===== src/rtl/fifo_pkg.sv =====
// Shared constants for the FIFO read-side drain logic.
package fifo_pkg;

    localparam int unsigned FIFO_DATA_WIDTH = 8;
    localparam int unsigned BUF_DEPTH       = 2;
    localparam int unsigned RD_CNT_WIDTH    = 16;
    localparam int unsigned OCC_WIDTH       = $clog2(BUF_DEPTH + 1);

    typedef logic [OCC_WIDTH-1:0] occ_t;

endpackage


===== src/rtl/fifo_skid_buf.sv =====
// Two-entry output buffer with 1-bit wrapping read/write pointers.
// head always presents the oldest stored word straight from the storage registers.
module fifo_skid_buf
    import fifo_pkg::*;
#(
    parameter int unsigned DATA_WIDTH = FIFO_DATA_WIDTH
) (
    input  logic                  clk,
    input  logic                  rst_n,
    input  logic                  push,
    input  logic [DATA_WIDTH-1:0] push_data,
    input  logic                  pop,
    output occ_t                  occ,
    output logic [DATA_WIDTH-1:0] head,
    output logic                  full,
    output logic                  empty
);

    logic [DATA_WIDTH-1:0] mem_q [BUF_DEPTH];
    logic                  wr_ptr_q, wr_ptr_d;
    logic                  rd_ptr_q, rd_ptr_d;
    occ_t                  occ_q, occ_d;

    // Next-state for pointers and occupancy; a push and pop together leave occ unchanged.
    always_comb begin
        wr_ptr_d = push ? ~wr_ptr_q : wr_ptr_q;
        rd_ptr_d = pop  ? ~rd_ptr_q : rd_ptr_q;
        occ_d    = occ_q;
        unique case ({push, pop})
            2'b10:   occ_d = occ_q + occ_t'(1);
            2'b01:   occ_d = occ_q - occ_t'(1);
            default: occ_d = occ_q;
        endcase
    end

    // Storage and pointer registers; reset clears the words so head reads zero.
    always_ff @(posedge clk or negedge rst_n) begin
        if (!rst_n) begin
            for (int i = 0; i < int'(BUF_DEPTH); i++) begin
                mem_q[i] <= '0;
            end
            wr_ptr_q <= 1'b0;
            rd_ptr_q <= 1'b0;
            occ_q    <= '0;
        end else begin
            if (push) begin
                mem_q[wr_ptr_q] <= push_data;
            end
            wr_ptr_q <= wr_ptr_d;
            rd_ptr_q <= rd_ptr_d;
            occ_q    <= occ_d;
        end
    end

    assign occ   = occ_q;
    assign head  = mem_q[rd_ptr_q];
    assign full  = (occ_q == occ_t'(BUF_DEPTH));
    assign empty = (occ_q == '0);

endmodule


===== src/rtl/fifo_reader.sv =====
// Drains a synchronous FIFO read port into a valid/ready output stream.
// Issues reads, tracks the one-cycle in-flight word and captures it into a
// two-entry buffer. Optional delivered-word counter rd_cnt when FIFO_READER_CNT_EN
// is defined; without it the port and counter do not exist.
module fifo_reader
    import fifo_pkg::*;
#(
    parameter int unsigned DATA_WIDTH = FIFO_DATA_WIDTH
) (
    input  logic                    clk,
    input  logic                    rst_n,
    input  logic                    fifo_empty,
    output logic                    fifo_rd_en,
    input  logic [DATA_WIDTH-1:0]   fifo_rd_data,
    output logic                    out_valid,
    output logic [DATA_WIDTH-1:0]   out_data,
    input  logic                    out_ready
`ifdef FIFO_READER_CNT_EN
    ,
    output logic [RD_CNT_WIDTH-1:0] rd_cnt
`endif
);

    logic infl_q, infl_d;
    logic pop;
    logic buf_full, buf_empty;
    occ_t buf_occ;

    fifo_skid_buf #(
        .DATA_WIDTH (DATA_WIDTH)
    ) u_buf (
        .clk       (clk),
        .rst_n     (rst_n),
        .push      (infl_q),
        .push_data (fifo_rd_data),
        .pop       (pop),
        .occ       (buf_occ),
        .head      (out_data),
        .full      (buf_full),
        .empty     (buf_empty)
    );

    assign out_valid = ~buf_empty;
    assign pop       = out_valid & out_ready;

    // Read whenever a slot will be free after this edge: a pop always frees one,
    // otherwise committed words (occ + infl) must be below two. Since occ = 2
    // implies no word is in flight, "full" or "one stored plus one in flight"
    // are the only no-room cases. rst_n gates the strobe so no read is issued
    // while the block is held in reset.
    always_comb begin
        fifo_rd_en = rst_n & ~fifo_empty &
                     (pop | (~buf_full & ~((buf_occ == occ_t'(1)) & infl_q)));
        infl_d     = fifo_rd_en;
    end

    // In-flight flag: the FIFO word read at this edge is captured at the next.
    always_ff @(posedge clk or negedge rst_n) begin
        if (!rst_n) begin
            infl_q <= 1'b0;
        end else begin
            infl_q <= infl_d;
        end
    end

`ifdef FIFO_READER_CNT_EN
    logic [RD_CNT_WIDTH-1:0] rd_cnt_q, rd_cnt_d;

    assign rd_cnt_d = pop ? rd_cnt_q + RD_CNT_WIDTH'(1) : rd_cnt_q;

    // Delivered-word counter, wraps naturally at its width.
    always_ff @(posedge clk or negedge rst_n) begin
        if (!rst_n) begin
            rd_cnt_q <= '0;
        end else begin
            rd_cnt_q <= rd_cnt_d;
        end
    end

    assign rd_cnt = rd_cnt_q;
`endif

endmodule


===== config.mk =====
export PLATFORM = sky130hd
export DESIGN_NAME = fifo_reader
export DESIGN_NICKNAME = d
export VERILOG_FILES = /design/src/rtl/fifo_pkg.sv /design/src/rtl/fifo_skid_buf.sv /design/src/rtl/fifo_reader.sv
export SDC_FILE = /design/constraint.sdc
export NUM_CORES = 1
export LEC_CHECK = 0
export BUFFER_PORTS_ARGS = -buffer_cell sky130_fd_sc_hd__buf_4
export CORE_MARGIN = 2
export CORE_UTILIZATION = 40
export CTS_BUF_LIST = sky130_fd_sc_hd__clkbuf_16
export DETAILED_ROUTE_END_ITERATION = 6
export PLACE_DENSITY_LB_ADDON = 0.1
export SLEW_MARGIN = 20
export SYNTH_ARGS = -nofsm -noshare
export SYNTH_HDL_FRONTEND = slang
export SYNTH_SLANG_ARGS = --single-unit
export TNS_END_PERCENT = 10

===== constraint.sdc =====
create_clock -name clk -period 2.1 [get_ports clk]
set_clock_uncertainty 0.15 [all_clocks]
set_input_delay 0.315 -clock clk [delete_from_list [all_inputs] [get_ports clk]]
set_output_delay 0.315 -clock clk [all_outputs]
set_load 0.005 [all_outputs]

==> summary by stage <==
Status
The flow ran to the end, and the final reports show no timing, DRC or antenna violations.

Placement
The setup slack at placement is between 0.4 and 0.5 ns. Including well taps, the total number of placed cells is around 120. The number of port buffers is 21. Routability-driven placement finished with a final weighted congestion of ~0.66. The HPWL after detailed placement is 1141 µm.

GRT
The via count of the first global-routing pass came to ~550. The total global-route track usage is roughly an eighth. The global-route wire length before repair is between 2000 and 2500 µm. Global routing finished with a remaining overflow of 0.

The initial antenna violation count is 0. Entering global routing, the biggest net connects 22 pins.

STA
The total negative slack for setup checks is 0 ns. The count of pins over their slew limit is 0. Setup repair after global routing left no endpoint under its margin. The transition time at the pin with the least slew margin is 0.4356 ns. The final hold violation count is 0. The time the worst path needs with I/O delays and setup is 1.919 ns. The worst slew margin relative to its limit is slightly above 70%. In the post-route analysis, the smallest setup slack over all paths is ~0.18 ns. Setup violations remaining at the end of the flow were counted as 0. The final cycle utilization of the critical path is 91.39%.

Across all hold checks on the routed design, the worst slack comes to around 0.16 ns. Static timing analysis puts the maximum clock frequency at between 500 and 600 MHz.

Floorplan
In this run the standard cell core region covers ~2400 µm². The top-level port count is 22. Measured along the y axis, the die boundary spans approximately 54 µm. The floorplan step defined a die boundary enclosing ~3000 µm².

From left edge to right edge, the die measures 54.12 µm. The initial utilization of the core area, before any placement, comes to 41.31%. Row generation in the floorplan step produced 18 rows.

Logic synthesis
The count of different cell masters after synthesis is 16. After synthesis, the largest area contributor takes up 52.30% of total cell area. The number of synthesized register bits is 21. By area the synthesized netlist is led by dfrtp_1, mux2_2, mux2_4, ha_1, buf_12. Synthesis produced a netlist whose cell count is 67. Sequential cells were found to cover between 50% and 60% of the synthesized design area.

Synthesis produced a netlist with a net count of between 80 and 90. The number of warnings reported in the yosys synthesis log is 0. The cell area that synthesis handed to floorplanning was 1005 µm².

The leading area contributor after synthesis is dfrtp_1. The mean instance size in the synthesized netlist is between 10 and 15 µm².

Min path
The class of the tightest hold or removal check is input port to flip-flop.

Power
The worst voltage drop across the vdd grid is 0.0007203 V. The design draws 1.933 mW. The power density over the cells is about 1500 nW/µm². The analysis attributes to cell leakage a power of between 0.6 and 0.7 nW.

Cells and area
The final-stage net count is 109. The count of non-filler cells in the finished layout is approximately 120. The fraction of final layout cells sized beyond drive strength 1 is 55.43%. Relative to the synthesized area, the layout overhead comes to 26.53%. The count of antenna diodes in the layout is 0.

Job
The tool flagged a number of max-cap violations equal to 0.

Clock network
Buffers added to address setup during post-CTS repair amount to 0. The clock-pin slew reported for the worst setup and hold paths after clock tree synthesis is ~0.050 ns. The CTS sink count is 21. The clock latency at the later pin of the worst-skew pair is about 0.25 ns.

The buffer type at the clock tree root is clkbuf_16. TritonCTS built the clock tree. The count of hold buffers inserted by post-cts repair is 1.

In this run the number of H-tree levels came out at 1. Gates resized during post-CTS repair numbered 0. The CTS buffer count is 3.

In this run the deepest clock path goes through 2 buffers.

Critical path
The capturing element type of the critical path is a primary output. STA puts the critical path data arrival time at roughly 1.5 ns. The maximum net fanout on the critical path is 3. The required time at the endpoint of the critical path is about 1.6 ns. The setup path with the least slack is of type flip-flop to primary output.

STA classifies the critical path startpoint as a flip-flop.

Routing
The aggregate routed wire length is 1564 µm. The detailed-route wire length per cell is 12.82 µm. The number of DRC markers in iteration 0 is 1.

The remaining antenna violation count after routing is 0. After detailed routing, the number of vias per cell comes to approximately 4.6. The final routed DRC violation total is 0.

The final route contains 560 vias. The number of optimization iterations in the first detailed-route pass is 2.
-- sequential cells by signal, summed over array words and instances, names as in the netlist --
signal,flops
u_buf.mem_q,16
u_buf.occ,2
infl_q,1
u_buf.rd_ptr_q,1
u_buf.wr_ptr_q,1
-- metal layers --
metal	vias to the layer above	share of wire (%)	track usage, %
li1	278	-	-
met1	268	47	15.37
met2	12	48	19.92
met3	2	4.9	4.167
met4	0	0.64	3.750
met5	-	0	0
-- cells in the mapped netlist --
cell,count
a21oi_1,1
buf_12,1
buf_2,1
dfrtp_1,21
ha_1,4
inv_1,5
mux2_2,16
mux2_4,8
nand2_1,1
nand2_2,1
nor2b_1,1
nor2b_4,1
o211a_1,1
o21ai_0,1
xnor2_1,2
xor2_1,2
-- layout by cell type (no fill, tap or decap) --
master	count
a21oi_1	1
xor2_1	2
dlygate4sd3_1	1
nor2b_4	1
dfrtp_1	21
ha_1	4
nand2_1	1
xnor2_1	2
clkbuf_16	3
inv_1	6
nand2_2	1
mux2_4	8
o21ai_0	1
mux2_2	16
buf_4	22
o211a_1	1
nor2b_1	1
-- through the flow --
stage	area (µm²)	util [%]
after detailed placement	1182	48.61
after floorplan	1005	-
final	1271	52.26
after CTS	1271	52.26
after global routing	1271	52.26
after global placement	1182	48.61
-- power breakdown --
part / total (mW) / switching, mW / internal, mW
sequential: 0.758 / 0.150 / 0.608
clock: 0.383 / 0.130 / 0.253
combinational: 0.791 / 0.248 / 0.543
-- path summary, 6_finish.rpt --
| kind | start | endpoint | slack, ns | cells after the start |
|---|---|---|---|---|
| max in group asynchronous | rst_n | u_buf.mem_q[5] | 1.13 | 3 |
| worst max register to register | u_buf.occ[0] | u_buf.occ[1] | 0.46 | 5 |
| min in group asynchronous | rst_n | u_buf.rd_ptr_q | 0.46 | 3 |
| worst max-delay path | u_buf.occ[0] | fifo_rd_en | 0.18 | 5 |
| worst min-delay path | fifo_rd_data[1] | u_buf.mem_q[9] | 0.16 | 2 |
| worst min register to register | u_buf.occ[0] | u_buf.occ[0] | 0.35 | 1 |
-- critical path: stages (launching register included) --
cell and delay, ns:
dfrtp_1 0.38, inv_1 0.07, ha_1 0.22, nor2b_1 0.23, o211a_1 0.21, buf_4 0.10
-- logic make-up after synthesis --
| family | Yosys count | share of synthesized area (%) |
|---|---|---|
| mux | 24 | 29.89 |
| flops | 21 | 52.30 |
| buf+inv | 7 | 4.358 |
| xor+xnor | 4 | 3.488 |
| fa+ha+maj | 4 | 4.982 |
| simple gates | 4 | 2.989 |
| compound gates | 3 | 1.992 |
-- final cells by class --
cell class                      count  area, µm²
Sequential cell                    21      525.5
Fill cell                         212       1161
Timing Repair Buffer               23      175.2
Multi-Input combinational cell     39      435.4
Tap cell                           30      37.54
Clock buffer                        3      75.07
Clock inverter                      1      3.754
Inverter                            5      18.77
No activity file was read; power rests on OpenSTA's default activity.
